### config.mk
export PLATFORM = sky130hd
export DESIGN_NAME = job_sequencer
export DESIGN_NICKNAME = d
export VERILOG_FILES = /design/src/rtl/job_sequencer.sv
export SDC_FILE = /design/constraint.sdc
export NUM_CORES = 1
export LEC_CHECK = 0
export CAP_MARGIN = 25
export CORE_MARGIN = 3
export CORE_UTILIZATION = 30
export CTS_BUF_LIST = sky130_fd_sc_hd__clkbuf_8
export CTS_CLUSTER_SIZE = 40
export DETAILED_ROUTE_END_ITERATION = 6
export DONT_BUFFER_PORTS = 1
export GPL_TIMING_DRIVEN = 1
export PLACE_DENSITY = 0.47
export SYNTH_ARGS = -nofsm -noshare
export SYNTH_HDL_FRONTEND = slang
export SYNTH_SLANG_ARGS = --single-unit
### constraint.sdc
create_clock -name clk_i -period 5.9 [get_ports clk_i]
set_input_delay 1.18 -clock clk_i [delete_from_list [all_inputs] [get_ports clk_i]]
set_output_delay 1.18 -clock clk_i [all_outputs]
set_load 0.005 [all_outputs]
### src/rtl/job_sequencer.sv
// job_sequencer: runs a batch of jobs over a start/done handshake and queues each result in a show-ahead FIFO.
module job_sequencer #(
  parameter int TIMEOUT_CYC = 255,
  parameter int DEPTH = 4
) (
  input  logic        clk_i,
  input  logic        rstn_i,
  input  logic        go_i,
  input  logic [3:0]  num_jobs_i,
  output logic        start_o,
  input  logic        done_i,
  input  logic [31:0] acc_i,
  input  logic        rd_en_i,
  output logic [31:0] rd_data_o,
  output logic        fifo_empty_o,
  output logic        fifo_full_o,
  output logic        busy_o,
  output logic        all_done_o,
  output logic        timeout_o
);
  localparam int AW = $clog2(DEPTH);
  localparam int CW = AW + 1;
  localparam logic [15:0] WAIT_LAST = 16'(TIMEOUT_CYC - 1);
  typedef enum logic [2:0] {S_IDLE, S_LAUNCH, S_WAIT, S_STALL, S_ERROR} state_t;
  state_t state_q, state_d;
  logic start_q, start_d, busy_q, busy_d, all_done_q, all_done_d, timeout_q, timeout_d;
  logic empty_q, empty_d, full_q, full_d, push, pop;
  logic [3:0] rem_q, rem_d;
  logic [15:0] wcnt_q, wcnt_d;
  logic [31:0] hold_q, hold_d, rd_data_q, rd_data_d, wdata;
  logic [AW-1:0] wr_ptr_q, wr_ptr_d, rd_ptr_q, rd_ptr_d;
  logic [CW-1:0] count_q, count_d;
  logic [31:0] mem_q [DEPTH];
  always_comb begin
    pop = rd_en_i && !empty_q;
    push = 1'b0;
    state_d = state_q;
    start_d = start_q;
    rem_d = rem_q;
    wcnt_d = wcnt_q;
    hold_d = hold_q;
    timeout_d = timeout_q;
    all_done_d = 1'b0;
    case (state_q)
      S_IDLE: if (go_i) begin
        timeout_d = 1'b0;
        if (num_jobs_i != 4'd0) begin
          rem_d = num_jobs_i;
          state_d = S_LAUNCH;
        end else all_done_d = 1'b1;
      end
      S_LAUNCH: begin
        start_d = 1'b1;
        wcnt_d = '0;
        state_d = S_WAIT;
      end
      S_WAIT: if (done_i) begin
        start_d = 1'b0;
        if (!full_q || rd_en_i) push = 1'b1;
        else begin
          hold_d = acc_i;
          state_d = S_STALL;
        end
      end else if (wcnt_q == WAIT_LAST) begin
        start_d = 1'b0;
        timeout_d = 1'b1;
        state_d = S_ERROR;
      end else wcnt_d = wcnt_q + 16'd1;
      S_STALL: push = !full_q || rd_en_i;
      default: state_d = S_IDLE;
    endcase
    // every push retires one job, whether it came straight from done_i or from the hold register
    if (push) begin
      rem_d = rem_q - 4'd1;
      all_done_d = rem_q == 4'd1;
      state_d = rem_q == 4'd1 ? S_IDLE : S_LAUNCH;
    end
    busy_d = state_d != S_IDLE;
    wdata = state_q == S_STALL ? hold_q : acc_i;
    wr_ptr_d = wr_ptr_q + AW'(push);
    rd_ptr_d = rd_ptr_q + AW'(pop);
    count_d = count_q + CW'(push) - CW'(pop);
    full_d = count_d == CW'(DEPTH);
    empty_d = count_d == '0;
    rd_data_d = (push && count_q == CW'(pop)) ? wdata : empty_d ? rd_data_q : mem_q[rd_ptr_d];
  end
  always_ff @(posedge clk_i or negedge rstn_i) begin
    if (!rstn_i) begin
      state_q <= S_IDLE;
      start_q <= 1'b0;
      busy_q <= 1'b0;
      all_done_q <= 1'b0;
      timeout_q <= 1'b0;
      rem_q <= '0;
      wcnt_q <= '0;
      hold_q <= '0;
      wr_ptr_q <= '0;
      rd_ptr_q <= '0;
      count_q <= '0;
      empty_q <= 1'b1;
      full_q <= 1'b0;
      rd_data_q <= '0;
    end else begin
      state_q <= state_d;
      start_q <= start_d;
      busy_q <= busy_d;
      all_done_q <= all_done_d;
      timeout_q <= timeout_d;
      rem_q <= rem_d;
      wcnt_q <= wcnt_d;
      hold_q <= hold_d;
      wr_ptr_q <= wr_ptr_d;
      rd_ptr_q <= rd_ptr_d;
      count_q <= count_d;
      empty_q <= empty_d;
      full_q <= full_d;
      rd_data_q <= rd_data_d;
    end
  end
  always_ff @(posedge clk_i) begin
    if (push) mem_q[wr_ptr_q] <= wdata;
  end
  assign start_o = start_q;
  assign busy_o = busy_q;
  assign all_done_o = all_done_q;
  assign timeout_o = timeout_q;
  assign rd_data_o = rd_data_q;
  assign fifo_empty_o = empty_q;
  assign fifo_full_o = full_q;
endmodule

==> impl_metrics.env <==
export IMPL_status="completed"
export IMPL_min_period_over_period_pct=66.4
export IMPL_fillers=3070
export IMPL_cts_tree="yes"
export IMPL_power_per_cell_area_nw_per_um2=577
export IMPL_rsz0062_at_grt="false"
export IMPL_vias=5107
export IMPL_cts_root_buf="clkbuf_8"
export IMPL_layout_drive_gt1_share_pct=37.4
export IMPL_fin_cells=1067
export IMPL_cp_max_fo=12
export IMPL_synth_warnings=0
export IMPL_hold_slack_ns=0.344
export IMPL_power_report_internal_total_mw=4.43
export IMPL_clkSinkCount=228
export IMPL_first_iter_violations=226
export IMPL_wirelength_microns=21200
export IMPL_synthCells=568
export IMPL_wl_per_cell_microns=19.9
export IMPL_fin_skew_ns=0.0228
export IMPL_slew_viol_final=0
export IMPL_chipWidth_microns=187
export IMPL_worst_hold_path_type="primary input to async pin"
export IMPL_fin_crit_ns=3.92
export IMPL_finalInstanceArea_sq_um=11100
export IMPL_htree_levels=2
export IMPL_setup_violations_final=0
export IMPL_path_cells="nand2b_1 > or3_1 > inv_1 > ha_1 > inv_1 > fa_1 > xor3_1 > or2_2 > buf_4 > mux2_4 > mux2_2"
export IMPL_crit_required_ns=6.30
export IMPL_cts_repair_resized=0
export IMPL_p_total_mw=6.43
export IMPL_postLayoutCoreUtil_pct=34.9
export IMPL_cts_clk_slew_worst_paths_ns=0.06
export IMPL_synth_main_ff_cell="edfxtp_1"
export IMPL_cts_buffers=42
export IMPL_start_kind="register"
export IMPL_placementRows=65
export IMPL_grt_use_total_pct=12.2
export IMPL_cp_slowest_cell="or3_1"
export IMPL_nNetsFinal=648
export IMPL_clockPowerShare_pct=21.0
export IMPL_pwr_share_comb_pct=38.7
export IMPL_route_detailed_drc=0
export IMPL_ios=79
export IMPL_worst_slack_ns=1.98
export IMPL_start_util_pct=30.7
export IMPL_dp_slack_ns=0.991
export IMPL_hold_viol_final=0
export IMPL_cp_end_kind="register"
export IMPL_grt_pass1_vias=5693
export IMPL_peakVddDrop_mv=0.264
export IMPL_cts_buffer_depth=3
export IMPL_cpLargestDelayFamily="simple AND/OR/NAND/NOR gates"
export IMPL_synth_cell_types=47
export IMPL_crit_arrival_ns=4.31
export IMPL_postSynthAreaPerCell_sq_um=17.2
export IMPL_crit_top_cell="inv_1"
export IMPL_syn_nets=618
export IMPL_worst_setup_path_type="register to register"
export IMPL_worst_pin_slew_ns=0.971
export IMPL_die_area_sq_um=34800
export IMPL_antenna_found_initial=2
export IMPL_drt_antenna_violating_nets=0
export IMPL_syn_area_sq_um=9780
export IMPL_viasPerCell=4.79
export IMPL_syn_to_final_growth_pct=13.8
export IMPL_swShare_pct=31.1
export IMPL_switching_power_mw=2.00
export IMPL_firstDrtPassIters=4
export IMPL_ys_seq_elements=228
export IMPL_port_buffers=0
export IMPL_hpwl_microns=12900
export IMPL_clk_insertion_delay_late_ns=0.53
export IMPL_maxCapViolCount=0
export IMPL_p_leak_nw=4.31
export IMPL_synth_edf_count=128
export IMPL_core_sq_um=31900
export IMPL_grt_pass1_wl_microns=33400
export IMPL_tns_ns=0
export IMPL_gp_congestion=0.724
export IMPL_placed_cells=987
export IMPL_seq_power_share_pct=40.2
export IMPL_post_cts_setup_buffer_count=0
export IMPL_cp_num_buf_inv=3
export IMPL_async_flop_share_pct=43.9
export IMPL_dpl_instance_area_sq_um=10300
export IMPL_timing_fmax_mhz=255
export IMPL_cp_slowest_stage_delay_ns=0.61
export IMPL_max_slew_margin_rel_pct=35.3
export IMPL_grt_max_degree=101
export IMPL_cts_hold_buf=0
export IMPL_die_height_microns=187
export IMPL_ys_seq_area_share_pct=64.9
export IMPL_grt_overflow=0
[layout make-up]
| type | count | area [sq um] | share of cell area [%] |
|---|---|---|---|
| flip-flops and latches | 228 | 6350 | 57.0 |
| multi-input cells | 297 | 3290 | 29.5 |
| clock buffers | 47 | 647 | 5.81 |
| well taps | 435 | 544 | 4.89 |
| repair buffers | 14 | 128 | 1.15 |
| clock inverters | 30 | 120 | 1.08 |
| inverters | 15 | 56.3 | 0.506 |
| diodes | 1 | 2.50 | 0.0225 |
[metal layers]
| layer | vias up | wire (microns) | global-route usage (%) |
|---|---|---|---|
| met4 | 2 | 427 | 3.84 |
| li1 | 2278 | - | - |
| met3 | 41 | 1530 | 4.36 |
| met5 | - | 13 | 0 |
| met1 | 2672 | 8970 | 14.8 |
| met2 | 114 | 10300 | 20.5 |
[cells by family after synthesis]
logic type	Yosys count	synth area share, %
multiplexers	166	23.8
adder cells (fa/ha/maj)	9	1.23
buffers and inverters	43	2.06
XOR/XNOR	4	0.512
AND/OR/NAND/NOR	81	5.05
AO/OA/AOI/OAI	37	2.44
flip-flops	228	64.9
[state kept, by name (all words and copies together) (netlist names)]
register,cells
all_done_o,1
busy_o,1
count_q,3
fifo_empty_o,1
fifo_full_o,1
hold_q,32
mem_q,128
rd_data_o,32
rd_ptr_q,2
rem_q,4
start_o,1
state_q,3
timeout_o,1
wcnt_q,16
wr_ptr_q,2
[Yosys cell counts (8+ instances only)]
cell type | n | area [sq um]
ha_1 | 8 | 100
mux4_2 | 32 | 721
nor2_1 | 8 | 30.0
nand4_1 | 8 | 50.1
nand2_1 | 16 | 60.1
clkbuf_1 | 13 | 48.8
edfxtp_1 | 128 | 3840
mux2_2 | 100 | 1130
mux2_4 | 29 | 435
dfrtp_1 | 99 | 2480
a21oi_1 | 12 | 60.1
inv_1 | 15 | 56.3
buf_2 | 8 | 40.0
[placed cells by master (no fill, tap or decap), types with 3 or more instances in the layout]
master	Yosys	final
edfxtp_1	128	128
mux2_2	100	100
dfrtp_1	99	99
clkbuf_8	0	47
inv_1	15	38
mux4_2	32	32
mux2_4	29	29
nand2_1	16	15
a21oi_1	12	12
buf_4	0	11
nand4_1	8	8
nor2_1	8	7
o31ai_1	7	7
ha_1	8	7
nor3_1	7	6
or4_1	6	6
and2_1	5	5
mux2i_1	5	5
nand2b_1	4	4
nor2b_1	4	4
o21ai_0	4	4
o211ai_1	4	4
nand3_1	4	4
clkinv_1	0	4
or3_1	3	3
and4_1	3	3
o22ai_1	3	3
[path summary, 6_finish.rpt]
| path | from | end | slack, ns | depth (start not counted) |
|---|---|---|---|---|
| max | state_q[2] | rd_data_o[10] | 1.98 | 11 |
| min | rstn_i | timeout_o | 0.34 | 0 |
| max reg2reg | state_q[2] | rd_data_o[10] | 1.98 | 11 |
| min reg2reg | hold_q[26] | hold_q[26] | 0.50 | 1 |
| max in group asynchronous | rstn_i | fifo_empty_o | 5.28 | 0 |
| min in group clk_i | hold_q[26] | hold_q[26] | 0.50 | 1 |
[power groups by stage]
| stage | Combinational, mW | Clock [mW] | Sequential (mW) |
|---|---|---|---|
| 6_report | 2.49 | 1.35 | 2.59 |
| 3_3_place_gp | 2.44 | 0 | 2.61 |
| 4_1_cts | 2.51 | 1.41 | 2.61 |
| 2_1_floorplan | 2.06 | 0 | 2.49 |
| 3_5_place_dp | 2.50 | 0 | 2.63 |
| 5_1_grt | 2.73 | 1.49 | 2.65 |
[worst register-to-register path: cells and delay by family (launching register included)]
family | cells | cell delay, ns
adders and majority gates | 2 | 0.56
xor gates and xnor gates | 1 | 0.22
DFF | 1 | 0.47
and+or+nand+nor | 3 | 1.33
buffers and inverters | 3 | 0.64
muxes | 2 | 0.57
No activity file was read; power rests on OpenSTA's default activity.
